**src/rtl/simd_alu64_part.sv**
```systemverilog
// simd_alu64_part: registered 64-bit partitioned ALU built from four 16-bit lanes.
// Performs add, subtract or XOR as 1x64, 2x32 or 4x16 operations; results are
// registered, so they appear one clock after the operands are applied.
//
// Ports:
//   clk            rising-edge clock
//   rst_n          asynchronous active-low reset, clears all results
//   mc[2:0]        mode: 111 = 1x64, 110 = 2x32, 100 = 4x16, others hold outputs
//   op[1:0]        00 = A-B, 01/10 = A+B, 11 = A^B
//   word1..word4   operand A lanes 0..3 (A = {word4,word3,word2,word1})
//   word31..word34 operand B lanes 0..3 (B = {word34,word33,word32,word31})
//   res1[63:0]     64-bit result / low 32-bit result / lane-0 result
//   res2[31:0]     high 32-bit result / lane-1 result
//   res3[15:0]     lane-2 result
//   res4[15:0]     lane-3 result

// 4-bit carry-lookahead group: sum plus group generate/propagate for the
// second-level lookahead.
module simd_alu64_part_cla4 (
  input  logic [3:0] a,
  input  logic [3:0] b,
  input  logic       cin,
  output logic [3:0] sum,
  output logic       gg,
  output logic       gp
);

  logic [3:0] g;
  logic [3:0] p;
  logic [3:0] c;

  always_comb begin
    g    = a & b;
    p    = a ^ b;
    c[0] = cin;
    c[1] = g[0] | (p[0] & cin);
    c[2] = g[1] | (p[1] & g[0]) | (p[1] & p[0] & cin);
    c[3] = g[2] | (p[2] & g[1]) | (p[2] & p[1] & g[0]) | (p[2] & p[1] & p[0] & cin);
    sum  = p ^ c;
    gg   = g[3] | (p[3] & g[2]) | (p[3] & p[2] & g[1]) | (p[3] & p[2] & p[1] & g[0]);
    gp   = &p;
  end

endmodule

// 16-bit carry-lookahead adder: four 4-bit groups with a lookahead unit
// producing the group carries and the carry-out.
module simd_alu64_part_cla16 (
  input  logic [15:0] a,
  input  logic [15:0] b,
  input  logic        cin,
  output logic [15:0] sum,
  output logic        cout
);

  // Group signals are kept as scalars so the lookahead path has no
  // vector-level feedback between the groups.
  logic gg0, gg1, gg2, gg3;
  logic gp0, gp1, gp2, gp3;
  logic c4, c8, c12;

  assign c4   = gg0 | (gp0 & cin);
  assign c8   = gg1 | (gp1 & gg0) | (gp1 & gp0 & cin);
  assign c12  = gg2 | (gp2 & gg1) | (gp2 & gp1 & gg0) | (gp2 & gp1 & gp0 & cin);
  assign cout = gg3 | (gp3 & gg2) | (gp3 & gp2 & gg1) | (gp3 & gp2 & gp1 & gg0)
              | (gp3 & gp2 & gp1 & gp0 & cin);

  simd_alu64_part_cla4 u_grp0 (
    .a(a[3:0]), .b(b[3:0]), .cin(cin), .sum(sum[3:0]), .gg(gg0), .gp(gp0)
  );
  simd_alu64_part_cla4 u_grp1 (
    .a(a[7:4]), .b(b[7:4]), .cin(c4), .sum(sum[7:4]), .gg(gg1), .gp(gp1)
  );
  simd_alu64_part_cla4 u_grp2 (
    .a(a[11:8]), .b(b[11:8]), .cin(c8), .sum(sum[11:8]), .gg(gg2), .gp(gp2)
  );
  simd_alu64_part_cla4 u_grp3 (
    .a(a[15:12]), .b(b[15:12]), .cin(c12), .sum(sum[15:12]), .gg(gg3), .gp(gp3)
  );

endmodule

module simd_alu64_part #(
  parameter int unsigned LANE_W = 16
) (
  input  logic                  clk,
  input  logic                  rst_n,
  input  logic [2:0]            mc,
  input  logic [1:0]            op,
  input  logic [LANE_W-1:0]     word1,
  input  logic [LANE_W-1:0]     word2,
  input  logic [LANE_W-1:0]     word3,
  input  logic [LANE_W-1:0]     word4,
  input  logic [LANE_W-1:0]     word31,
  input  logic [LANE_W-1:0]     word32,
  input  logic [LANE_W-1:0]     word33,
  input  logic [LANE_W-1:0]     word34,
  output logic [4*LANE_W-1:0]   res1,
  output logic [2*LANE_W-1:0]   res2,
  output logic [LANE_W-1:0]     res3,
  output logic [LANE_W-1:0]     res4
);

  typedef enum logic [2:0] {
    MODE_64 = 3'b111,
    MODE_32 = 3'b110,
    MODE_16 = 3'b100
  } mode_e;

  mode_e mode;
  logic  is_sub;
  logic  is_xor;

  assign mode   = mode_e'(mc);
  assign is_sub = (op == 2'b00);
  assign is_xor = (op == 2'b11);

  // Subtract is A + ~B + 1; the +1 enters wherever a partition starts,
  // i.e. on every lane whose inter-lane carry is gated off by mc.
  logic [LANE_W-1:0] b0, b1, b2, b3;
  assign b0 = word31 ^ {LANE_W{is_sub}};
  assign b1 = word32 ^ {LANE_W{is_sub}};
  assign b2 = word33 ^ {LANE_W{is_sub}};
  assign b3 = word34 ^ {LANE_W{is_sub}};

  logic ci1, ci2, ci3;
  logic co0, co1, co2;
  logic unused_co3;

  assign ci1 = mc[1] ? co0 : is_sub;
  assign ci2 = mc[0] ? co1 : is_sub;
  assign ci3 = mc[1] ? co2 : is_sub;

  logic [LANE_W-1:0] s0, s1, s2, s3;

  simd_alu64_part_cla16 u_lane0 (
    .a(word1), .b(b0), .cin(is_sub), .sum(s0), .cout(co0)
  );
  simd_alu64_part_cla16 u_lane1 (
    .a(word2), .b(b1), .cin(ci1), .sum(s1), .cout(co1)
  );
  simd_alu64_part_cla16 u_lane2 (
    .a(word3), .b(b2), .cin(ci2), .sum(s2), .cout(co2)
  );
  // Final carry of the top lane is dropped: results are modulo 2^width.
  simd_alu64_part_cla16 u_lane3 (
    .a(word4), .b(b3), .cin(ci3), .sum(s3), .cout(unused_co3)
  );

  // Lane-wise XOR arrays; mode only affects packing.
  logic [LANE_W-1:0] x0, x1, x2, x3;
  assign x0 = word1 ^ word31;
  assign x1 = word2 ^ word32;
  assign x2 = word3 ^ word33;
  assign x3 = word4 ^ word34;

  logic [LANE_W-1:0] r0, r1, r2, r3;
  assign r0 = is_xor ? x0 : s0;
  assign r1 = is_xor ? x1 : s1;
  assign r2 = is_xor ? x2 : s2;
  assign r3 = is_xor ? x3 : s3;

  logic [4*LANE_W-1:0] nxt1;
  logic [2*LANE_W-1:0] nxt2;
  logic [LANE_W-1:0]   nxt3;
  logic [LANE_W-1:0]   nxt4;
  logic                mode_ok;

  always_comb begin
    nxt1    = '0;
    nxt2    = '0;
    nxt3    = '0;
    nxt4    = '0;
    mode_ok = 1'b1;
    case (mode)
      MODE_64: nxt1 = {r3, r2, r1, r0};
      MODE_32: begin
        nxt1 = {{(2*LANE_W){1'b0}}, r1, r0};
        nxt2 = {r3, r2};
      end
      MODE_16: begin
        nxt1 = {{(3*LANE_W){1'b0}}, r0};
        nxt2 = {{LANE_W{1'b0}}, r1};
        nxt3 = r2;
        nxt4 = r3;
      end
      default: mode_ok = 1'b0;
    endcase
  end

  always_ff @(posedge clk or negedge rst_n) begin
    if (!rst_n) begin
      res1 <= '0;
      res2 <= '0;
      res3 <= '0;
      res4 <= '0;
    end else if (mode_ok) begin
      res1 <= nxt1;
      res2 <= nxt2;
      res3 <= nxt3;
      res4 <= nxt4;
    end
  end

endmodule

```
**config.mk**
```make
export PLATFORM = sky130hd
export DESIGN_NAME = simd_alu64_part
export DESIGN_NICKNAME = d
export VERILOG_FILES = /design/src/rtl/simd_alu64_part.sv
export SDC_FILE = /design/constraint.sdc
export NUM_CORES = 1
export LEC_CHECK = 0
export CAP_MARGIN = 15
export CORE_UTILIZATION = 40
export DETAILED_ROUTE_END_ITERATION = 10
export PLACE_DENSITY = 0.69
export SYNTH_ARGS = -nofsm -noshare
export SYNTH_HDL_FRONTEND = slang
export SYNTH_SLANG_ARGS = --single-unit
```
**constraint.sdc**
```tcl
create_clock -name clk -period 1.4 [get_ports clk]
set_input_delay 0.28 -clock clk [delete_from_list [all_inputs] [get_ports clk]]
set_output_delay 0.28 -clock clk [all_outputs]
set_load 0.01 [all_outputs]
```
==> results of run 1 <==
==> cell families (layout without fill, tap and decap cells) <==
kind of cell | after synthesis | after routing | synth area share, %
AO/OA/AOI/OAI | 320 | 320 | 21.7
XOR/XNOR | 169 | 169 | 15.7
adder cells (fa/ha/maj) | 78 | 78 | 11.5
buffers and inverters | 100 | 694 | 4.06
flip-flops | 128 | 128 | 33.9
multiplexers | 3 | 3 | 0.331
other | 0 | 5 | 0
AND/OR/NAND/NOR | 270 | 270 | 12.7
==> routing by layer <==
| layer | routed length [um] | track usage, % | up-vias |
|---|---|---|---|
| met3 | 2180 | 5.31 | 85 |
| met2 | 17600 | 49.7 | 385 |
| met4 | 1100 | 11.8 | 2 |
| met1 | 14400 | 35.6 | 5058 |
| met5 | 13 | 0 | - |
| li1 | - | - | 4917 |
==> state kept, by name, summed over array words and instances (netlist names) <==
name and flops:
res1 64, res2 32, res3 16, res4 16
==> power groups by stage <==
stage / sequential [mW] / combinational, mW / clock, mW
floorplan: 5.01 / 3.06 / 0
global placement: 4.78 / 7.15 / 0
detailed placement: 4.79 / 7.29 / 0
CTS: 4.70 / 7.70 / 4.41
global route: 4.78 / 9.15 / 4.59
finish: 4.72 / 8.50 / 4.37
==> what timing repair did <==
action | 4_1_cts | 5_1_grt
pin swaps | 119 | 105
setup endpoints to repair | 256 | 206
cloned | 3 | 0
hold endpoints to repair | 28 | 0
buffers inserted | 30 | 38
resized for setup | 318 | 169
hold buffers | 1 | 0
==> final cells by class <==
class | instances | share of cell area [%]
multi-input cells | 840 | 40.7
clock inverters | 15 | 0.854
well taps | 313 | 2.32
inverters | 44 | 0.980
repair buffers | 618 | 33.5
flip-flops and latches | 128 | 19.0
clock buffers | 17 | 2.52
diodes | 5 | 0.0742
==> placed cells by master (no fill, tap or decap), types with 48 or more instances in the layout <==
cell type and n:
buf_4 311, nand2_1 130, clkdlybuf4s15_1 95, dfrtp_1 128, ha_1 58, xnor2_1 48
o21ai_1 72, clkdlybuf4s50_1 126, xor2_1 98, nor2_1 55
==> how the worst max path moves through the flow <==
stage                           endpoint  depth (start not counted)
finish               res4[8]$_DFFE_PN0P_                         16
floorplan           res2[12]$_DFFE_PN0P_                         18
global placement     res4[8]$_DFFE_PN0P_                         17
CTS                  res4[8]$_DFFE_PN0P_                         17
global route         res4[8]$_DFFE_PN0P_                         16
detailed placement   res4[8]$_DFFE_PN0P_                         17
==> stage by stage <==
stage / area [sq um] / total power [mW] / util, % / TNS, ns / hold WS [ns]
finish: 16900 / 17.6 / 73.6 / -220.41 / 0.320
global placement: 14800 / 11.9 / 64.5 / -308.13 / 0.210
global route: 16900 / 18.5 / 73.6 / -240.32 / 0.334
detailed placement: 14800 / 12.1 / 64.5 / -316.63 / 0.206
floorplan: 9650 / 8.06 / - / -229.31 / -0.0156
CTS: 16100 / 16.8 / 70.0 / -210.23 / 0.328
==> results by group, run 1 <==
Finish
  • Register area: 3200 sq um
  • Multi-input logic area: about 6900 sq um
  • Cell Count, Final, Fillers Out: ~2000
  • Area delta synth->final: 78.4%
  • Fill cells: about 1700
  • Fraction of layout cells with a size suffix above 1: about 34%
  • Fin nets: ~1900

Critical path
  • Crit path max-delay cell type: fa_2
  • Crit path largest cell delay: between 0.4 and 0.5 ns
  • Critical path cell sequence: buf_8 -> nor2_4 -> buf_6 -> buf_12 -> xor2_1 -> ha_1 -> a21oi_1 -> o21ai_1 -> a311oi_2 -> a21oi_1 -> a32o_2 -> or2_4 -> a21oi_4 -> fa_2 -> a21oi_4 -> a22o_1
  • CP startpoint kind: primary input
  • CP top delay family: compound AO/OA/AOI/OAI gates
  • R2R Setup Slk: ~0.23 ns
  • Critical Path AT: ~3.8 ns
  • Buf+Inv Stages, Crit Path: 3
  • FF-to-FF End: res2[0]$_DFFE_PN0P_
  • Critical path startpoint: op[0]
  • Crit path kind: primary input to register
  • Endpoint type of the worst setup path: register
  • Worst EP required: between 1.5 and 2 ns
  • Worst-path fanout max: 12
  • Reg2reg start: res2[0]$_DFFE_PN0P_
  • Worst Reg2Reg Path Length in Cells: 4

Timing
  • Worst Skew: 0 ns
  • Max-slew headroom: between 40% and 50%
  • Final setup viols: 126
  • Period utilization: 248%
  • Final Max Slew Viols: 0
  • Slew at the pin with the worst max-slew slack: a little under 0.9 ns
  • Period minus WS final: ~3.5 ns
  • Fmax: 288 MHz
  • Final Hold Fails: 0
  • RSZ-0062 raised after global routing: yes
  • Fin worst setup slack: -2.07 ns

Yosys
  • Syn_nets: between 1000 and 1500
  • Dominant cells by area after synthesis: dfrtp_1 (34%), xor2_1 (9.6%), ha_1 (8.3%)
  • Count leader, synth: nand2_1
  • Post-synth top cells: nand2_1 (136), dfrtp_1 (128), o21ai_0 (115)
  • Register area share after synthesis: about a third
  • Flops & latches, synth: 128
  • Mean area per synthesized cell: 8.85 sq um
  • Cell taking the most area after synthesis: dfrtp_1
  • Area share of the largest cell type after synthesis: 33.9%
  • Post-synth EDFFs: 0
  • Asr flop ratio synth: between 90% and 100%
  • Ys Warns: 0
  • Top FF cell, synth: dfrtp_1
  • Distinct cells, synth: 70
  • Syn Inst Count: approximately 1100
  • Cell Area, Synth: approximately 9500 sq um

Drt
  • Vias: roughly 10000
  • Initial drt markers: ~600
  • Vias/cell: approximately 5.3
  • Final wirelength: around 35000 um
  • Antenna-violating nets left: 0
  • Pre-antenna DRT Iters: 5
  • DRC: 0
  • Drt wl/cell: between 15 and 20 um

GRT
  • Remaining global-route overflow: 0
  • Vias in the first global route: between 10000 and 15000
  • GRT Overall Usage: 28.9%
  • Largest net degree at the start of global routing: 35
  • Initial antenna violation count: 6
  • First-pass GRT wire length: roughly 54000 um

Hold path
  • Min-delay worst type: primary input to async pin

Floorplanning
  • Die Area: between 20000 and 25000 sq um
  • Die Wd: 156 um
  • Starting Density: around two fifths
  • FP Rows: 55
  • Boundary Pins: around 260
  • CORE AREA: between 20000 and 25000 sq um
  • Die Span Y: between 150 and 200 um

Power and ir drop
  • Seq pwr share: around 27%
  • Clock share of power: around 25%
  • Net Sw Frac: a little over a third
  • P_sw: between 6 and 7 mW
  • Leakage: around 8 nW
  • PwrDens: approximately 1000 nW/um^2
  • P_int: 11.2 mW
  • Worst VDD drop: 0.000781 V
  • Combinational share of power: 48.3%

CTS
  • Sink Count: 128
  • Root Buffer: clkbuf_16
  • Clk pin slew, worst setup/hold paths: around 0.07 ns
  • CTS tree: done
  • CTS Buf Count: 17
  • Clock Tree Buf Depth: 2
  • H-tree Lvls: 4
  • Worst-skew pair later-pin latency: around 0.42 ns

Flow run
  • Max Cap Viol: 0

Run status
  • Status: finished, violations left
  • Failing checks: negative setup slack

Placement
  • Pre-CTS WS: -2.84 ns
  • Number of I/O port buffers: 262
  • Placed Cells: roughly 1900
  • HPWL after DPL: roughly 25000 um
  • Placer Congestion: 0.932
(Power assumes the default switching activity.)
==> run 2, diff against run 1 <==
--- a/config.mk
+++ b/config.mk
@@ -8,7 +8,8 @@
 export CAP_MARGIN = 15
 export CORE_UTILIZATION = 40
 export DETAILED_ROUTE_END_ITERATION = 10
-export PLACE_DENSITY = 0.69
+export PLACE_DENSITY = 0.75
+export REMOVE_ABC_BUFFERS = 1
 export SYNTH_ARGS = -nofsm -noshare
 export SYNTH_HDL_FRONTEND = slang
 export SYNTH_SLANG_ARGS = --single-unit
==> run 2 against run 1 <==
Net effect: the run still ends with negative setup slack left; worst hold slack worse by 0.028 ns; critical path depth up 2; die area unchanged; clock-buffer cell count up 2; first-iteration DRC count down 9.0%; non-clock buffer count down 10; maximum frequency down 2.6%; clock power up 2%; via count up 2.0%; core utilization down 1.1 points; highest routed layer is now met4.
==> results by group, run 2 (synthesis results as in run 1) <==
Run status
  • Status: finished, violations left
  • Failing checks: negative setup slack

Power and ir drop
  • Worst VDD drop: roughly 0.00085 V
  • Combinational share of power: between 40 and 50%
  • Leakage: approximately 7.9 nW
  • PwrDens: ~1000 nW/um^2
  • Net Sw Frac: around 36%
  • P_sw: 6.21 mW
  • Clock share of power: about 26%
  • P_int: 11.2 mW
  • Seq pwr share: about 27%

Critical path
  • FF-to-FF End: res2[8]$_DFFE_PN0P_
  • Endpoint type of the worst setup path: register
  • Crit path kind: primary input to register
  • Worst-path fanout max: 7
  • Worst Reg2Reg Path Length in Cells: 4
  • CP startpoint kind: primary input
  • CP endpoint: res2[12]$_DFFE_PN0P_
  • Critical Path AT: approximately 3.9 ns
  • Reg2reg start: res2[8]$_DFFE_PN0P_
  • R2R Setup Slk: ~0.23 ns
  • Worst EP required: 1.69 ns
  • Critical path startpoint: op[1]

Timing
  • Period utilization: 255%
  • RSZ-0062 raised after global routing: yes
  • Final Hold Fails: 0
  • Worst Skew: 0 ns
  • Min Hold Slack: 0.292 ns
  • Slew at the pin with the worst max-slew slack: around 0.47 ns
  • Max-slew headroom: between 60% and 70%
  • Setup TNS: -225.22 ns
  • Fmax: around 280 MHz
  • Fin worst setup slack: -2.16 ns
  • Period minus WS final: 3.56 ns
  • Final Max Slew Viols: 0
  • Final setup viols: approximately 130

CTS
  • Clock Tree Buf Depth: 2
  • H-tree Lvls: 4
  • CTS tree: done
  • Sink Count: between 100 and 150
  • CTS Buf Count: 17
  • Root Buffer: clkbuf_16
  • Worst-skew pair later-pin latency: 0.42 ns
  • Clk pin slew, worst setup/hold paths: roughly 0.06 ns

Floorplanning
  • CORE AREA: between 20000 and 25000 sq um
  • Die Wd: between 150 and 200 um
  • Die Span Y: ~160 um
  • FP Rows: 55
  • Starting Density: slightly above 40%
  • Die Area: about 24000 sq um
  • Boundary Pins: between 200 and 300

GRT
  • M3 GR Usage: under 10%
  • GR peak layer: met2
  • GRT met1 Usage: a little over a third
  • GRT Overall Usage: between 20% and 30%
  • Largest net degree at the start of global routing: 44
  • Vias in the first global route: around 11000
  • First-pass GRT wire length: approximately 55000 um
  • Initial antenna violation count: 3
  • Remaining global-route overflow: 0
  • Met2 GRT Util: 49.5%

Placement
  • Placer Congestion: between 0.8 and 0.9
  • HPWL after DPL: 26000 um
  • Placed Cells: roughly 1900
  • Number of I/O port buffers: between 200 and 300

Finish
  • Area delta synth->final: 75.7%
  • Cell Count, Final, Fillers Out: approximately 2000
  • Register name with the most flops: res1
  • Number of flip-flops in the largest register: 64
  • Fraction of layout cells with a size suffix above 1: between 30% and 40%
  • Commonest non-fill, non-tap cell in the layout: buf_4
  • Fin nets: between 1500 and 2000
  • Largest registers: res1 (64), res2 (32)
  • Final Core Density: between 70% and 80%
  • Fill cells: about 1600
  • Most frequent cells in the layout: buf_4 (304), nand2_1 (132), dfrtp_1 (128)

Drt
  • Initial drt markers: 548
  • Drt wl/cell: between 15 and 20 um
  • Vias/cell: between 5 and 6
  • Vias: 10700
  • Pre-antenna DRT Iters: 5
  • Final wirelength: roughly 37000 um
  • Antenna-violating nets left: 0
  • DRC: 0

Hold path
  • Min-delay worst type: primary input to async pin

Flow run
  • Max Cap Viol: 0
[run 2: cell count changes in the layout (fill, tap and decap cells not counted), moves of 5 or more]
| cell | previous run | this run |
|---|---|---|
| xor2_2 | 5 | 10 |
| buf_4 | 311 | 304 |
| xnor2_1 | 48 | 55 |
| clkdlybuf4s15_1 | 95 | 59 |
| dlygate4sd2_1 | 36 | 70 |
| o21ai_1 | 72 | 77 |
| a21oi_2 | 28 | 33 |
| clkinvlp_4 | 1 | 8 |
[run 2: stage by stage]
| stage | total power, mW | cell area, sq um | worst slack [ns] |
|---|---|---|---|
| after floorplan | 7.82 | 9230 | -4.01 |
| after global routing | 18.3 | 16600 | -2.38 |
| after detailed placement | 11.9 | 14600 | -2.96 |
| final | 17.4 | 16600 | -2.16 |
| after global placement | 11.7 | 14600 | -2.80 |
| after CTS | 16.7 | 16000 | -2.03 |
[run 2: how the worst min path moves through the flow]
stage	startpoint	end	slack, ns
after CTS	rst_n	res4[7]$_DFFE_PN0P_	0.29
after floorplan	rst_n	res1[0]$_DFFE_PN0P_	-0.02
after global routing	rst_n	res4[7]$_DFFE_PN0P_	0.30
final	rst_n	res4[7]$_DFFE_PN0P_	0.29
after detailed placement	rst_n	res4[9]$_DFFE_PN0P_	0.16
after global placement	rst_n	res1[55]$_DFFE_PN0P_	0.16
[run 2: power groups by stage]
stage | Combinational (mW) | Clock, mW | Sequential, mW
floorplan | 2.81 | 0 | 5.01
finish | 8.27 | 4.44 | 4.72
CTS | 7.56 | 4.47 | 4.70
global placement | 6.87 | 0 | 4.78
global route | 8.84 | 4.64 | 4.79
detailed placement | 7.07 | 0 | 4.79
[run 2: cell type report]
class,count,area [sq um],area share [%]
Multi-Input combinational cell,840,6810,41.0
Timing Repair Buffer,608,5440,32.8
Sequential cell,128,3200,19.3
Clock buffer,19,443,2.67
Tap cell,313,392,2.36
Inverter,44,165,0.995
Clock inverter,13,139,0.837
Antenna cell,2,5.00,0.0301
[run 2: routing by layer]
layer | wire length [um] | share of wire [%]
met1 | 14800 | 40
met2 | 18100 | 48
met3 | 2490 | 6.7
met4 | 1970 | 5.3
met5 | 0 | 0
[run 2: timing repair]
action | CTS | global route
cloned | 2 | 1
setup endpoints to repair | 256 | 177
hold buffers | 1 | 0
pin swaps | 121 | 91
hold endpoints to repair | 21 | 0
buffers inserted | 29 | 25
gates resized for setup | 388 | 147
[run 2: worst max-delay path, stage by stage]
cell,delay [ns]
buf_8,0.10
nor2_4,0.16
buf_6,0.15
buf_12,0.15
xor2_1,0.08
ha_1,0.34
nand4_1,0.27
nor3_4,0.39
nand3_2,0.14
nand3b_1,0.25
o211ai_4,0.16
a21o_1,0.20
inv_2,0.06
o21ai_2,0.14
inv_1,0.07
fa_2,0.55
a21oi_4,0.07
a221o_1,0.30
==> run 3, diff against run 2 <==
--- a/config.mk
+++ b/config.mk
@@ -7,6 +7,7 @@
 export LEC_CHECK = 0
 export CAP_MARGIN = 15
 export CORE_UTILIZATION = 40
+export CTS_CLUSTER_DIAMETER = 60
 export DETAILED_ROUTE_END_ITERATION = 10
 export PLACE_DENSITY = 0.75
 export REMOVE_ABC_BUFFERS = 1
==> results of run 3 <==
No change in the layout: final DEF, timing and power equal those of run 2.
